==> src/rtl/board_status_display_if.sv <==
`default_nettype none
// board_status_display_if: pin-side bundle between the board, the SoC and the status display.
interface board_status_display_if #(
  parameter int NUM_DIGITS = 4,
  parameter int NUM_KEYS   = 2
);
  logic [NUM_KEYS-1:0]     KEY_n;
  logic                    LOCKUP;
  logic [4*NUM_DIGITS-1:0] value;
  logic [NUM_KEYS-1:0]     key_level;
  logic [NUM_KEYS-1:0]     key_press;
  logic                    heartbeat;
  logic                    running;
  logic                    lockup_seen;
  logic [1:0]              mode;
  logic [7*NUM_DIGITS-1:0] hex_n;

  modport master (
    output KEY_n, LOCKUP, value,
    input  key_level, key_press, heartbeat, running, lockup_seen, mode, hex_n
  );

  modport slave (
    input  KEY_n, LOCKUP, value,
    output key_level, key_press, heartbeat, running, lockup_seen, mode, hex_n
  );
endinterface
`default_nettype wire

==> src/rtl/board_status_display.sv <==
`default_nettype none
// board_status_display: heartbeat, key debounce, sticky lockup counter and N-digit 7-seg driver. Rev 1.0
module board_status_display #(
  parameter int NUM_DIGITS      = 4,
  parameter int HB_MSB          = 25,
  parameter int DEBOUNCE_CYCLES = 500000,
  parameter int NUM_KEYS        = 2
) (
  input  logic                  CLOCK_50,
  input  logic                  HRESETn,
  board_status_display_if.slave bus
);

  localparam int              CNT_W   = (DEBOUNCE_CYCLES > 1) ? $clog2(DEBOUNCE_CYCLES) : 1;
  localparam logic [CNT_W-1:0] DB_LAST = CNT_W'(DEBOUNCE_CYCLES - 1);
  localparam logic [6:0]      BLANK   = 7'b1111111;

  localparam logic [1:0] MODE_STATUS  = 2'd0;
  localparam logic [1:0] MODE_HEX     = 2'd1;
  localparam logic [1:0] MODE_LOCKCNT = 2'd2;

  function automatic logic [6:0] seg7(input logic [3:0] n);
    case (n)
      4'h0:    seg7 = 7'b1000000;
      4'h1:    seg7 = 7'b1111001;
      4'h2:    seg7 = 7'b0100100;
      4'h3:    seg7 = 7'b0110000;
      4'h4:    seg7 = 7'b0011001;
      4'h5:    seg7 = 7'b0010010;
      4'h6:    seg7 = 7'b0000010;
      4'h7:    seg7 = 7'b1111000;
      4'h8:    seg7 = 7'b0000000;
      4'h9:    seg7 = 7'b0010000;
      4'hA:    seg7 = 7'b0001000;
      4'hB:    seg7 = 7'b0000011;
      4'hC:    seg7 = 7'b1000110;
      4'hD:    seg7 = 7'b0100001;
      4'hE:    seg7 = 7'b0000110;
      default: seg7 = 7'b0001110;
    endcase
  endfunction

  logic [HB_MSB:0]         tick_q, tick_d;
  logic                    heartbeat_q, heartbeat_d;
  logic                    running_q;
  logic                    lockup_seen_q, lockup_seen_d;
  logic                    lock_prev_q;
  logic [7:0]              lock_cnt_q, lock_cnt_d;
  logic [1:0]              mode_q, mode_d;
  logic [7*NUM_DIGITS-1:0] hex_q, hex_d;
  logic [NUM_KEYS-1:0]     key_level_w, key_press_w;
  logic [NUM_KEYS:0]       kp_ext_w;

  // Two-flop synchroniser on the inverted key, then a stability counter that
  // flips the level on its last count so the edge-to-level latency is 2 + DEBOUNCE_CYCLES.
  for (genvar k = 0; k < NUM_KEYS; k++) begin : g_key
    logic [CNT_W-1:0] cnt_q, cnt_d;
    logic             meta_q, sync_q;
    logic             lvl_q, lvl_d;
    logic             press_q, press_d;

    always_comb begin
      cnt_d   = '0;
      lvl_d   = lvl_q;
      press_d = 1'b0;
      if (sync_q != lvl_q) begin
        if (cnt_q == DB_LAST) begin
          lvl_d   = ~lvl_q;
          press_d = ~lvl_q;
        end else begin
          cnt_d = cnt_q + 1'b1;
        end
      end
    end

    always_ff @(posedge CLOCK_50 or negedge HRESETn) begin
      if (!HRESETn) begin
        meta_q  <= 1'b0;
        sync_q  <= 1'b0;
        cnt_q   <= '0;
        lvl_q   <= 1'b0;
        press_q <= 1'b0;
      end else begin
        meta_q  <= ~bus.KEY_n[k];
        sync_q  <= meta_q;
        cnt_q   <= cnt_d;
        lvl_q   <= lvl_d;
        press_q <= press_d;
      end
    end

    assign key_level_w[k] = lvl_q;
    assign key_press_w[k] = press_q;
  end

  // Zero-extended so the clear key reads as idle on single-key builds.
  assign kp_ext_w = {1'b0, key_press_w};

  always_comb begin
    tick_d        = tick_q + 1'b1;
    heartbeat_d   = tick_q[HB_MSB] & tick_q[HB_MSB-2];
    lockup_seen_d = lockup_seen_q | bus.LOCKUP;
    lock_cnt_d    = lock_cnt_q;
    if (bus.LOCKUP && !lock_prev_q && (lock_cnt_q != 8'hFF)) begin
      lock_cnt_d = lock_cnt_q + 8'd1;
    end
    mode_d = mode_q;
    if (kp_ext_w[1]) begin
      mode_d = MODE_STATUS;
    end else if (kp_ext_w[0]) begin
      mode_d = (mode_q == MODE_LOCKCNT) ? MODE_STATUS : mode_q + 2'd1;
    end
  end

  always_comb begin
    hex_d = {(7*NUM_DIGITS){1'b1}};
    case (mode_q)
      MODE_STATUS: begin
        hex_d[6:0]   = heartbeat_q   ? 7'b0100011 : BLANK;
        hex_d[13:7]  = bus.LOCKUP    ? BLANK      : 7'b1111110;
        hex_d[20:14] = running_q     ? 7'b1010111 : BLANK;
        hex_d[27:21] = lockup_seen_q ? 7'b1000111 : BLANK;
      end
      MODE_HEX: begin
        for (int i = 0; i < NUM_DIGITS; i++) begin
          hex_d[7*i +: 7] = seg7(bus.value[4*i +: 4]);
        end
      end
      MODE_LOCKCNT: begin
        hex_d[6:0]  = seg7(lock_cnt_q[3:0]);
        hex_d[13:7] = seg7(lock_cnt_q[7:4]);
      end
      default: ;
    endcase
  end

  always_ff @(posedge CLOCK_50 or negedge HRESETn) begin
    if (!HRESETn) begin
      tick_q        <= '0;
      heartbeat_q   <= 1'b0;
      running_q     <= 1'b0;
      lockup_seen_q <= 1'b0;
      lock_prev_q   <= 1'b0;
      lock_cnt_q    <= 8'h00;
      mode_q        <= MODE_STATUS;
      hex_q         <= {(7*NUM_DIGITS){1'b1}};
    end else begin
      tick_q        <= tick_d;
      heartbeat_q   <= heartbeat_d;
      running_q     <= 1'b1;
      lockup_seen_q <= lockup_seen_d;
      lock_prev_q   <= bus.LOCKUP;
      lock_cnt_q    <= lock_cnt_d;
      mode_q        <= mode_d;
      hex_q         <= hex_d;
    end
  end

  assign bus.key_level   = key_level_w;
  assign bus.key_press   = key_press_w;
  assign bus.heartbeat   = heartbeat_q;
  assign bus.running     = running_q;
  assign bus.lockup_seen = lockup_seen_q;
  assign bus.mode        = mode_q;
  assign bus.hex_n       = hex_q;

endmodule
`default_nettype wire

==> src/flat_wrapper.sv <==
// flat-port wrapper written by rule: the top's interface ports become plain ports
module board_status_display_flat 
#(
  parameter int NUM_DIGITS      = 4,
  parameter int HB_MSB          = 25,
  parameter int DEBOUNCE_CYCLES = 500000,
  parameter int NUM_KEYS        = 2
)
  (CLOCK_50, HRESETn, bus_KEY_n, bus_LOCKUP, bus_value, bus_key_level, bus_key_press, bus_heartbeat, bus_running, bus_lockup_seen, bus_mode, bus_hex_n);
  board_status_display_if #(.NUM_DIGITS(NUM_DIGITS), .NUM_KEYS(NUM_KEYS)) bus_i ();
  input  logic CLOCK_50;
  input  logic HRESETn;
  input wire logic [$bits(bus_i.KEY_n)-1:0] bus_KEY_n;
  input wire logic [$bits(bus_i.LOCKUP)-1:0] bus_LOCKUP;
  input wire logic [$bits(bus_i.value)-1:0] bus_value;
  output wire logic [$bits(bus_i.key_level)-1:0] bus_key_level;
  output wire logic [$bits(bus_i.key_press)-1:0] bus_key_press;
  output wire logic [$bits(bus_i.heartbeat)-1:0] bus_heartbeat;
  output wire logic [$bits(bus_i.running)-1:0] bus_running;
  output wire logic [$bits(bus_i.lockup_seen)-1:0] bus_lockup_seen;
  output wire logic [$bits(bus_i.mode)-1:0] bus_mode;
  output wire logic [$bits(bus_i.hex_n)-1:0] bus_hex_n;
  assign bus_i.KEY_n = bus_KEY_n;
  assign bus_i.LOCKUP = bus_LOCKUP;
  assign bus_i.value = bus_value;
  assign bus_key_level = bus_i.key_level;
  assign bus_key_press = bus_i.key_press;
  assign bus_heartbeat = bus_i.heartbeat;
  assign bus_running = bus_i.running;
  assign bus_lockup_seen = bus_i.lockup_seen;
  assign bus_mode = bus_i.mode;
  assign bus_hex_n = bus_i.hex_n;
  board_status_display #(.NUM_DIGITS(NUM_DIGITS), .HB_MSB(HB_MSB), .DEBOUNCE_CYCLES(DEBOUNCE_CYCLES), .NUM_KEYS(NUM_KEYS)) u_core (.CLOCK_50(CLOCK_50), .HRESETn(HRESETn), .bus(bus_i));
endmodule
==> config.mk <==
export PLATFORM = sky130hd
export DESIGN_NAME = board_status_display_flat
export DESIGN_NICKNAME = d
export VERILOG_FILES = /design/src/rtl/board_status_display_if.sv /design/src/rtl/board_status_display.sv /design/src/flat_wrapper.sv
export SDC_FILE = /design/constraint.sdc
export NUM_CORES = 1
export LEC_CHECK = 0
export ABC_CLOCK_PERIOD_IN_PS = 5440
export CAP_MARGIN = 25
export CORE_MARGIN = 5
export CORE_UTILIZATION = 35
export DETAILED_ROUTE_END_ITERATION = 7
export SYNTH_ARGS = -nofsm -noshare
export SYNTH_HDL_FRONTEND = slang
export SYNTH_SLANG_ARGS = --single-unit
==> constraint.sdc <==
create_clock -name CLOCK_50 -period 5.44 [get_ports CLOCK_50]
set_clock_uncertainty 0.05 [all_clocks]
set_input_delay 0.544 -clock CLOCK_50 [delete_from_list [all_inputs] [get_ports CLOCK_50]]
set_output_delay 0.544 -clock CLOCK_50 [all_outputs]
set_load 0.02 [all_outputs]
==> results by group <==
Timing
  • Final setup fails: 0
  • Crit path time final: 2.241 ns
  • RSZ-0062 raised after global routing: false
  • Slew margin rel.: 0.3702
  • Max Freq: 446.3 MHz
  • Final worst path period share: 0.4119
  • Pins Over Slew Limit: 0
  • Transition time of the tightest slew-check pin: 0.9412 ns
  • Final Hold Vio Count: 0
  • Setup TNS: 0 ns

Clock network
  • CTS Hold Bufs: 0
  • Clock sink total: 114
  • Clk buf depth: 2
  • Post-CTS Setup Bufs: 0
  • Root Buffer Master: clkbuf_16
  • Post-cts resize count: 0
  • Clk_lat worst skew: 0.41 ns
  • TritonCTS Buffers: 17
  • Clock tree from TritonCTS: yes
  • CTS H-tree depth: 4
  • CTS clk-pin slew, worst paths: 0.05 ns

Flow run
  • Max capacitance violation total: 0

Floorplanning
  • Die ar.: 0.02116 mm2
  • Effective utilization at floorplan: 0.3562
  • Row Count: 49
  • Die Y: 145.5 um
  • Area of the core: 0.01802 mm2
  • # IOs: 58
  • Die W: 145.5 um

Yosys
  • Yosys top cell by area: dfrtp_1
  • Count of cell types in the netlist: 58
  • Top FF cell, synth: dfrtp_1
  • Sequential area share after synthesis: 0.4497
  • Synthesized Nets: 703
  • Combinational family with the most area after synthesis: simple AND/OR/NAND/NOR gates
  • Post-Syn Area: 0.006421 mm2
  • Largest cells by area after synthesis: dfrtp_1 34%, dfstp_2 11%, ha_1 9.0%, xor2_1 4.8%, xnor2_1 3.3%
  • Cell count after synthesis: 636
  • Post-synthesis mux area share: 0.04462
  • Number of synthesized flops with an enable pin: 0
  • Yosys top cell area share: 0.3352
  • Compound-Gate Fraction of Synth Area: 0.1078
  • Adder-Cell Fraction of Synth Area: 0.08963
  • Post-synthesis simple-gate area fraction: 0.1845
  • Async SR Flop Fraction: 1.000
  • Post-Synth XOR/XNOR Area: 0.08048
  • Syn_area_per_cell: 10.10 um2
  • Synth warnings: 0
  • Count of state elements after synthesis: 114

Global routing
  • Largest net degree at the start of global routing: 69
  • Initial antenna violation count: 0
  • Global-route wire length before repair: 23,540 um
  • Gr usage total: 0.1330
  • Vias in the first global route: 4,750
  • Gr ovfl total: 0

Cells and area
  • Most common cell after layout, fill and taps aside: dfrtp_1
  • Layout cells sized above 1: 0.1205
  • Fillcell total: 1,721
  • Final nets: 752
  • Fin cells: 926
  • Synth-to-layout area growth: 22.06%
  • Most frequent cells in the layout: 86 x dfrtp_1, 56 x clkdlybuf4s50_1, 53 x nor2_1
  • Antenna cells: 0

Setup path
  • Crit path DAT: 1.65 ns
  • Worst-path fanout max: 20
  • Worst setup EP type: output pin
  • Worst R2R Path Depth: 4
  • R2R Path Start: u_core.g_key[0].cnt_q[14]
  • Crit start category: flop
  • WS Path Type: flop to output pin
  • R2r endpoint: u_core.g_key[0].cnt_q[2]
  • R2R Setup Slk: 3.21 ns
  • Data required, critical path: 4.85 ns

Detailed routing
  • Final ANT Viol Nets: 0
  • Vias/cell: 5.138
  • Average wire per standard cell: 14.88 um
  • Routed WL: 13,780 um
  • Initial DRT Pass Iterations: 4
  • Via count: 4,758
  • Violation count after the first detailed-route iteration: 258
  • DR DRC count: 0

Place
  • Dpl cells: 895
  • Gpl congestion: 0.8448
  • PortBufs: 57
  • Dpl hpwl: 9826 um

Worst hold path
  • Worst hold path class: input pin to async pin

Power
  • Lkg Pwr: 3.407 nW
  • Final Power: 2.533 mW
  • Peak supply drop: 0.2621 mV
  • Power Dens Cells: 323.2 mW/mm2

Outcome
  • Status: complete, no violations
[cell type report]
cell class	instances	area [um2]	share of cell area
Sequential cell	114	2888	0.3685
Multi-Input combinational cell	456	3259	0.4159
Tap cell	229	286.5	0.03656
Inverter	35	131.4	0.01676
Timing Repair Buffer	61	598.1	0.07631
Clock inverter	10	203.9	0.02602
Clock buffer	21	470.5	0.06003
[cell usage after synthesis (6+ instances only)]
cell      instances
a21oi_1          30
and2_1            9
and4_1           11
clkbuf_1         24
dfrtp_1          86
dfstp_2          28
ha_1             46
inv_1            34
mux2_2           11
nand2_1          31
nand3_1          23
nand4_1          22
nor2_1           53
nor2b_1          15
nor3_1           14
nor4_1            7
o21ai_0          34
or3_1             6
xnor2_1          24
xor2_1           35
[per-stage QoR]
stage | hold WS (ns) | instance area, um2 | worst slack, ns | util
after CTS | 0.2257 | 7838 | 3.155 | 0.4348
final | 0.1965 | 7838 | 3.199 | 0.4348
after global routing | 0.2732 | 7838 | 3.096 | 0.4348
after floorplan | 0.1984 | 6421 | 3.316 | -
after detailed placement | 0.2910 | 7163 | 3.043 | 0.3974
after global placement | 0.2892 | 7163 | 3.123 | 0.3974
[per-layer routing]
layer	GRT usage	vias to the layer above	wire length (um)	share of wire
met5	0	-	0	0
met4	0.04058	0	145	0.011
met3	0.04017	16	627	0.046
met2	0.2179	83	6552	0.48
met1	0.1698	2317	6452	0.47
li1	-	2342	-	-
[how the worst max path moves through the flow]
stage / startpoint / end / slack, ns / cells after the start
2_1_floorplan: u_core.g_key[0].cnt_q[14] / u_core.g_key[0].lvl_q / 3.32 / 4
3_3_place_gp: bus_value[5] / u_core.bus.hex_n[10] / 3.12 / 6
3_5_place_dp: bus_value[5] / u_core.bus.hex_n[10] / 3.04 / 6
4_1_cts: u_core.bus.mode[0] / bus_mode[0] / 3.16 / 2
5_1_grt: u_core.bus.mode[0] / u_core.bus.hex_n[21] / 3.10 / 4
6_report: u_core.bus.mode[0] / bus_mode[0] / 3.20 / 2
[kinds of logic (layout without fill, tap and decap cells)]
group	Yosys count	in the layout
fa+ha+maj	46	46
simple gates	219	219
compound gates	110	110
mux	21	21
flops	114	114
other cells	1	1
buf+inv	66	127
xor+xnor	59	59
[sequential cells by signal, indices dropped and copies added, names as in the netlist]
| signal | flops |
|---|---|
| u_core.tick_q | 26 |
| u_core.g_key.sync_q | 2 |
| u_core.bus.heartbeat | 1 |
| u_core.g_key.press_q | 2 |
| u_core.bus.hex_n | 28 |
| u_core.g_key.cnt_q | 38 |
| u_core.bus.lockup_seen | 1 |
| u_core.bus.running | 1 |
| u_core.g_key.meta_q | 2 |
| u_core.bus.mode | 2 |
| u_core.lock_cnt_q | 8 |
| u_core.g_key.lvl_q | 2 |
| u_core.lock_prev_q | 1 |
[critical path, stage by stage, from the launching register on]
cell and delay [ns]:
dfrtp_1 0.32, buf_4 0.24, clkdlybuf4s50_1 0.67
[power by group]
group / internal (mW) / total [mW] / switching (mW)
clock: 0.890 / 1.26 / 0.372
sequential: 0.879 / 0.947 / 0.0678
combinational: 0.147 / 0.325 / 0.177
(Power assumes the default switching activity.)
